File: config.mk
export PLATFORM = sky130hd
export DESIGN_NAME = int_root
export DESIGN_NICKNAME = d
export VERILOG_FILES = /design/src/rtl/root_pkg.sv /design/src/rtl/root_pow_step.sv /design/src/rtl/int_root.sv
export SDC_FILE = /design/constraint.sdc
export NUM_CORES = 2
export LEC_CHECK = 0
export BUFFER_PORTS_ARGS = -buffer_cell sky130_fd_sc_hd__buf_2
export CAP_MARGIN = 5
export CELL_PAD_IN_SITES_DETAIL_PLACEMENT = 1
export CELL_PAD_IN_SITES_GLOBAL_PLACEMENT = 1
export CORE_ASPECT_RATIO = 1.1
export CORE_UTILIZATION = 45
export CTS_BUF_LIST = sky130_fd_sc_hd__clkbuf_8
export CTS_CLUSTER_DIAMETER = 200
export CTS_CLUSTER_SIZE = 30
export DETAILED_ROUTE_END_ITERATION = 6
export GPL_TIMING_DRIVEN = 0
export PLACE_DENSITY = 0.79
export SLEW_MARGIN = 20
export SYNTH_ARGS = -nofsm -noshare
export SYNTH_HDL_FRONTEND = slang
export SYNTH_SLANG_ARGS = --single-unit
File: constraint.sdc
create_clock -name clk -period 9.3 [get_ports clk]
set_clock_uncertainty 0.15 [all_clocks]
set_input_delay 0.93 -clock clk [delete_from_list [all_inputs] [get_ports clk]]
set_output_delay 0.93 -clock clk [all_outputs]
set_load 0.05 [all_outputs]
File: src/rtl/root_pkg.sv
// root_pkg -- shared definitions for the integer n-th root engine.
// Holds the FSM state encoding, datapath widths and the first bit index
// tried by the bit-by-bit root search.
package root_pkg;

    localparam int DATA_W    = 32;   // radicand / degree / result width
    localparam int ACC_W     = 64;   // power accumulator width
    localparam int START_BIT = 15;   // root of a 32-bit value fits in 16 bits

    typedef enum logic [2:0] {
        S_IDLE,
        S_CHECK,
        S_SETBIT,
        S_POWER,
        S_DECIDE,
        S_FIN
    } state_t;

endpackage

File: src/rtl/root_pow_step.sv
// root_pow_step -- one combinational step of trial^n: acc * trial, clamped.
// Once the running power exceeds ix, the exact value no longer matters, so
// it is clamped to ix+1. That keeps acc <= 2^32+1 and the product < 2^49,
// so the 64-bit accumulator can never wrap.
// Ports:
//   i_acc   [ACC_W-1:0]  running power
//   i_trial [15:0]       trial root
//   i_ix    [DATA_W-1:0] radicand
//   o_acc   [ACC_W-1:0]  next running power (clamped to ix+1)
//   o_ovf                product exceeded ix (clamp applied)
module root_pow_step
    import root_pkg::*;
(
    input  logic [ACC_W-1:0]  i_acc,
    input  logic [15:0]       i_trial,
    input  logic [DATA_W-1:0] i_ix,
    output logic [ACC_W-1:0]  o_acc,
    output logic              o_ovf
);

    logic [ACC_W-1:0] w_prod;
    logic [ACC_W-1:0] w_ix_ext;

    assign w_ix_ext = ACC_W'(i_ix);
    assign w_prod   = i_acc * ACC_W'(i_trial);
    assign o_ovf    = (w_prod > w_ix_ext);
    assign o_acc    = o_ovf ? (w_ix_ext + ACC_W'(1)) : w_prod;

endmodule

File: src/rtl/int_root.sv
// int_root -- sequential floor(ix^(1/n)) by bit-by-bit root search.
// For each bit 15..0, the engine forms trial = root | bit and raises it to
// the n-th power by repeated multiplication. It keeps the bit if
// trial^n <= ix. Trivial cases (n==0, ix==0, n==1, n>=32) finish straight
// from CHECK.
// Optional build macro ROOT_EARLY_EXIT_EN: POWER leaves as soon as the
// power exceeds ix. Further multiplies cannot change the decision, so only
// latency changes.
// Ports:
//   clk, rst     clock / synchronous active-high reset
//   start        request, sampled only in IDLE
//   ix [31:0]    radicand, captured on accepted start
//   in [31:0]    root degree n, captured on accepted start
//   busy         high from CHECK through FIN
//   done         one-cycle pulse in FIN, result/err valid
//   err          n == 0
//   result[31:0] root, held between operations
module int_root
    import root_pkg::*;
(
    input  logic              clk,
    input  logic              rst,
    input  logic              start,
    input  logic [DATA_W-1:0] ix,
    input  logic [DATA_W-1:0] in,
    output logic              busy,
    output logic              done,
    output logic              err,
    output logic [DATA_W-1:0] result
);

    state_t            r_state, w_state_nxt;
    logic [DATA_W-1:0] r_ix, r_n, r_result;
    logic [15:0]       r_root, r_trial;
    logic [3:0]        r_bit;
    logic [ACC_W-1:0]  r_acc;
    logic [5:0]        r_cnt;
    logic              r_err;

    logic [ACC_W-1:0]  w_acc_nxt;
    logic              w_ovf;
    logic              w_fast;
    logic [DATA_W-1:0] w_fast_res;
    logic              w_take;

    root_pow_step u_step (
        .i_acc   (r_acc),
        .i_trial (r_trial),
        .i_ix    (r_ix),
        .o_acc   (w_acc_nxt),
        .o_ovf   (w_ovf)
    );

    // Fast-path result. The ordering sets the priority.
    always_comb begin
        w_fast     = 1'b1;
        w_fast_res = '0;
        if (r_n == '0)              w_fast_res = '0;
        else if (r_ix == '0)        w_fast_res = '0;
        else if (r_n == 32'd1)      w_fast_res = r_ix;
        else if (r_n >= 32'd32)     w_fast_res = 32'd1;
        else                        w_fast     = 1'b0;
    end

    assign w_take = (r_acc <= ACC_W'(r_ix));

    always_ff @(posedge clk) begin
        if (rst) r_state <= S_IDLE;
        else     r_state <= w_state_nxt;
    end

    always_comb begin
        w_state_nxt = r_state;
        case (r_state)
            S_IDLE:   if (start) w_state_nxt = S_CHECK;
            S_CHECK:  w_state_nxt = w_fast ? S_FIN : S_SETBIT;
            S_SETBIT: w_state_nxt = S_POWER;
            S_POWER: begin
                if (r_cnt == 6'd1) w_state_nxt = S_DECIDE;
`ifdef ROOT_EARLY_EXIT_EN
                else if (w_ovf)    w_state_nxt = S_DECIDE;
`endif
            end
            S_DECIDE: w_state_nxt = (r_bit == 4'd0) ? S_FIN : S_SETBIT;
            S_FIN:    w_state_nxt = S_IDLE;
            default:  w_state_nxt = S_IDLE;
        endcase
    end

    // Datapath. result/err are written on the transition into FIN, so
    // they are valid alongside done and otherwise hold.
    always_ff @(posedge clk) begin
        if (rst) begin
            r_ix     <= '0;
            r_n      <= '0;
            r_root   <= '0;
            r_trial  <= '0;
            r_bit    <= '0;
            r_acc    <= '0;
            r_cnt    <= '0;
            r_result <= '0;
            r_err    <= 1'b0;
        end else begin
            case (r_state)
                S_IDLE: if (start) begin
                    r_ix <= ix;
                    r_n  <= in;
                end
                S_CHECK: begin
                    if (w_fast) begin
                        r_result <= w_fast_res;
                        r_err    <= (r_n == '0);
                    end else begin
                        r_root <= '0;
                        r_bit  <= 4'(START_BIT);
                    end
                end
                S_SETBIT: begin
                    r_trial <= r_root | (16'd1 << r_bit);
                    r_acc   <= ACC_W'(1);
                    r_cnt   <= r_n[5:0];     // n is 2..31 on this path
                end
                S_POWER: begin
                    r_acc <= w_acc_nxt;
                    r_cnt <= r_cnt - 6'd1;
                end
                S_DECIDE: begin
                    if (w_take) r_root <= r_trial;
                    if (r_bit == 4'd0) begin
                        r_result <= {16'd0, (w_take ? r_trial : r_root)};
                        r_err    <= 1'b0;
                    end else begin
                        r_bit <= r_bit - 4'd1;
                    end
                end
                default: ;
            endcase
        end
    end

    assign busy   = (r_state != S_IDLE);
    assign done   = (r_state == S_FIN);
    assign err    = r_err;
    assign result = r_result;

endmodule

==> impl_metrics.ini <==
[routing]
drtPass1Iterations = 5
vias = 33000
drt-wirelength-per-cell_um = 24.7
antenna_left = 0
drt-initial-drc-count = 2532
drcViolationCount = 0
viasPerCell = 5.70
wl_mm = 143

[pwr]
p_seq_frac = 0.312
power_frac_clock = 0.111
intPower_mw = 1.78
ir_worst_vdd_mv = 0.206
p_sw_mw = 2.10
p_leak_nw = 18.4
netSwitchingFraction = 0.541
p_per_area_nw_per_um2 = 93.5
p_comb_frac = 0.576
fin_total_pwr_mw = 3.89

[placement]
hpwlAfterDp_mm = 115
pre_cts_slack_ns = -2.41
place_congestion = 0.997
placed_area_um2 = 39500
portBuffers = 101
dp_cells = 5711

[die]
fp-row-count = 110
die_x_um = 278
die_y_um = 305
ios = 102
start_util = 0.457
dieArea_um2 = 84700
coreArea_um2 = 82300

[grt]
antenna_found_initial = 8
grt_max_degree = 31
grt_pass1_vias = 36000
grt_pass1_wl_mm = 217
grt-ovfl-total = 0
grtUsageTotal = 0.337

[layout]
final_core_util = 0.505
multi_input_comb_area_um2 = 29800
nFillCells = 10000
syn_to_final_growth_pct = 10.5
seq_area_um2 = 4290
final_nets = 5710
stdcell_count = 5792
drive_above_1_share = 0.100
final_area_um2 = 41600

[setup_path]
cp_max_fo = 7
slowest_stage = fa_1
arrival_ns = 9.41
critPathKind = reg2reg
end_kind = register
path_common_cell = fa_1
crit_family = adder cells
cpPeakStageDelay_ns = 0.57
startpoint_type = register
path_buf_inv = 9
critPathRequiredTime_ns = 9.60

[timing]
setup_ws_ns = 0.192
tns_ns = 0
whs_ns = 0.317
worst_pin_slew_ns = 1.01
post-route-period-util = 0.979
period_needed_ns = 9.11
max_freq_mhz = 110
hold_violations = 0
timing.slew.headroom = 0.310
setup_viol_count_final = 0
slew_violations = 0

[clock_tree]
cts.clk_slew.worst_paths_ns = 0.20
cts_tree = built
h-tree-depth = 1
cts_inserted_buffers = 10
cts_sinks = 206
clockRootBuffer = clkbuf_8
clk_latency_ns = 0.57
cts_hold_buffers = 0
cts.path.max_buffers = 3

[yosys]
ys.flop_type = dfxtp_1
yosysWarnings = 0
synth_nets = 5535
ys_ff_latch = 206
ys_top_cells_by_area = fa_1 (40%), dfxtp_1 (11%), nand2_1 (9.3%)
synth_top_area_cell = fa_1
synth_top_cell_area_share = 0.400
async_flop_share = 0
netlist_area_um2 = 37600
synth_most_common_cell = nand2_1
netlist_instances = 4546
yosys-top-cells-count = nand2_1 (933), inv_1 (826), fa_1 (752)
synth.avg_cell_area_um2 = 8.27
synth_edf_count = 0
synth_cell_types = 76
synth-seq-area-share = 0.110

[run_status]
outcome = finished clean

[min_path]
worstHoldPathType = reg2reg

[run]
cap_violations = 0
==> final timing paths <==
| kind | cells past startpoint | endpoint | startpoint | slack (ns) |
|---|---|---|---|---|
| min | 2 | result[27]$_SDFFE_PP0P_ | result[27]$_SDFFE_PP0P_ | 0.32 |
| max | 36 | r_acc[0]$_SDFFE_PP0P_ | r_trial[6]$_SDFFE_PP0P_ | 0.19 |
| max reg2reg | 36 | r_acc[0]$_SDFFE_PP0P_ | r_trial[6]$_SDFFE_PP0P_ | 0.19 |
| min reg2reg | 2 | result[27]$_SDFFE_PP0P_ | result[27]$_SDFFE_PP0P_ | 0.32 |
==> layout make-up <==
type	instances	share of cell area
Inverter	826	0.0746
Tap cell	1064	0.0320
Sequential cell	206	0.103
Multi-Input combinational cell	3229	0.716
Buffer	261	0.0406
Clock buffer	11	0.00364
Timing Repair Buffer	187	0.0287
Clock inverter	1	0.000722
Antenna cell	7	0.000421
==> routing by layer <==
metal  wire length, um  GRT usage  vias to the layer above
met2             68700      0.565                     1283
met4              7930      0.156                        6
met1             56200      0.435                    17100
li1                  -          -                    14300
met3             10200     0.0394                      367
met5                37          0                        -
==> state kept, by name, indices dropped and copies added (netlist names), 3 cells and up <==
| signal | cells |
|---|---|
| r_state | 3 |
| r_ix | 32 |
| r_bit | 4 |
| r_n | 32 |
| result | 32 |
| r_root | 16 |
| r_acc | 64 |
| r_cnt | 6 |
| r_trial | 16 |
==> power by group through the flow <==
stage / Sequential (mW) / Clock [mW] / Combinational [mW]
final: 1.21 / 0.432 / 2.24
after global routing: 1.22 / 0.459 / 2.35
after CTS: 1.21 / 0.431 / 2.05
after detailed placement: 1.20 / 0 / 1.97
after global placement: 1.19 / 0 / 1.92
after floorplan: 1.24 / 0 / 1.03
==> placed cells by master, fill, tap and decap left out, drive strengths merged, types with 6 or more instances in the layout <==
cell,netlist,layout
a2111oi,7,7
a211oi,42,42
a21o,32,32
a21oi,237,237
a22o,8,8
a22oi,7,7
a311oi,6,6
a31oi,32,32
and2,325,325
and3,15,15
buf,21,243
clkbuf,264,215
dfxtp,206,206
diode,0,7
fa,752,752
ha,170,170
inv,826,826
mux2,6,6
mux2i,27,27
nand2,933,933
nand2b,9,9
nand3,52,52
nand4,52,52
nor2,134,134
nor2b,12,12
nor3,32,32
nor4,30,30
o211ai,24,24
o21a,11,11
o21ai,69,69
o21bai,11,11
o31ai,25,25
or3,10,10
xnor2,80,80
xor2,23,23
==> worst register-to-register path: cells and delay by family (launching register included) <==
family,cells,cell delay (ns)
adder cells (fa/ha/maj),8,3.81
AND/OR/NAND/NOR,10,1.66
multiplexers,1,0.30
flip-flops,1,0.48
buffers and inverters,9,1.06
AO/OA/AOI/OAI,7,1.29
XOR/XNOR,1,0.25
==> logic make-up (layout without fill, tap and decap cells) <==
group                      count (synthesis)  count (layout)  share of synthesized area
buffers and inverters                   1111            1286                      0.112
other                                      0               7                          0
adders and majority gates                922             922                      0.457
AOI/OAI and AO/OA                        547             547                     0.0906
muxes                                     33              33                    0.00938
xor gates and xnor gates                 103             103                     0.0240
and+or+nand+nor                         1624            1624                      0.198
DFF                                      206             206                      0.110
==> what timing repair did <==
action	in CTS	in global routing
cloned	0	3
buffers inserted	10	73
setup endpoints to repair	33	33
pin swaps	10	45
gates resized for setup	254	307
No activity file was read; power rests on OpenSTA's default activity.
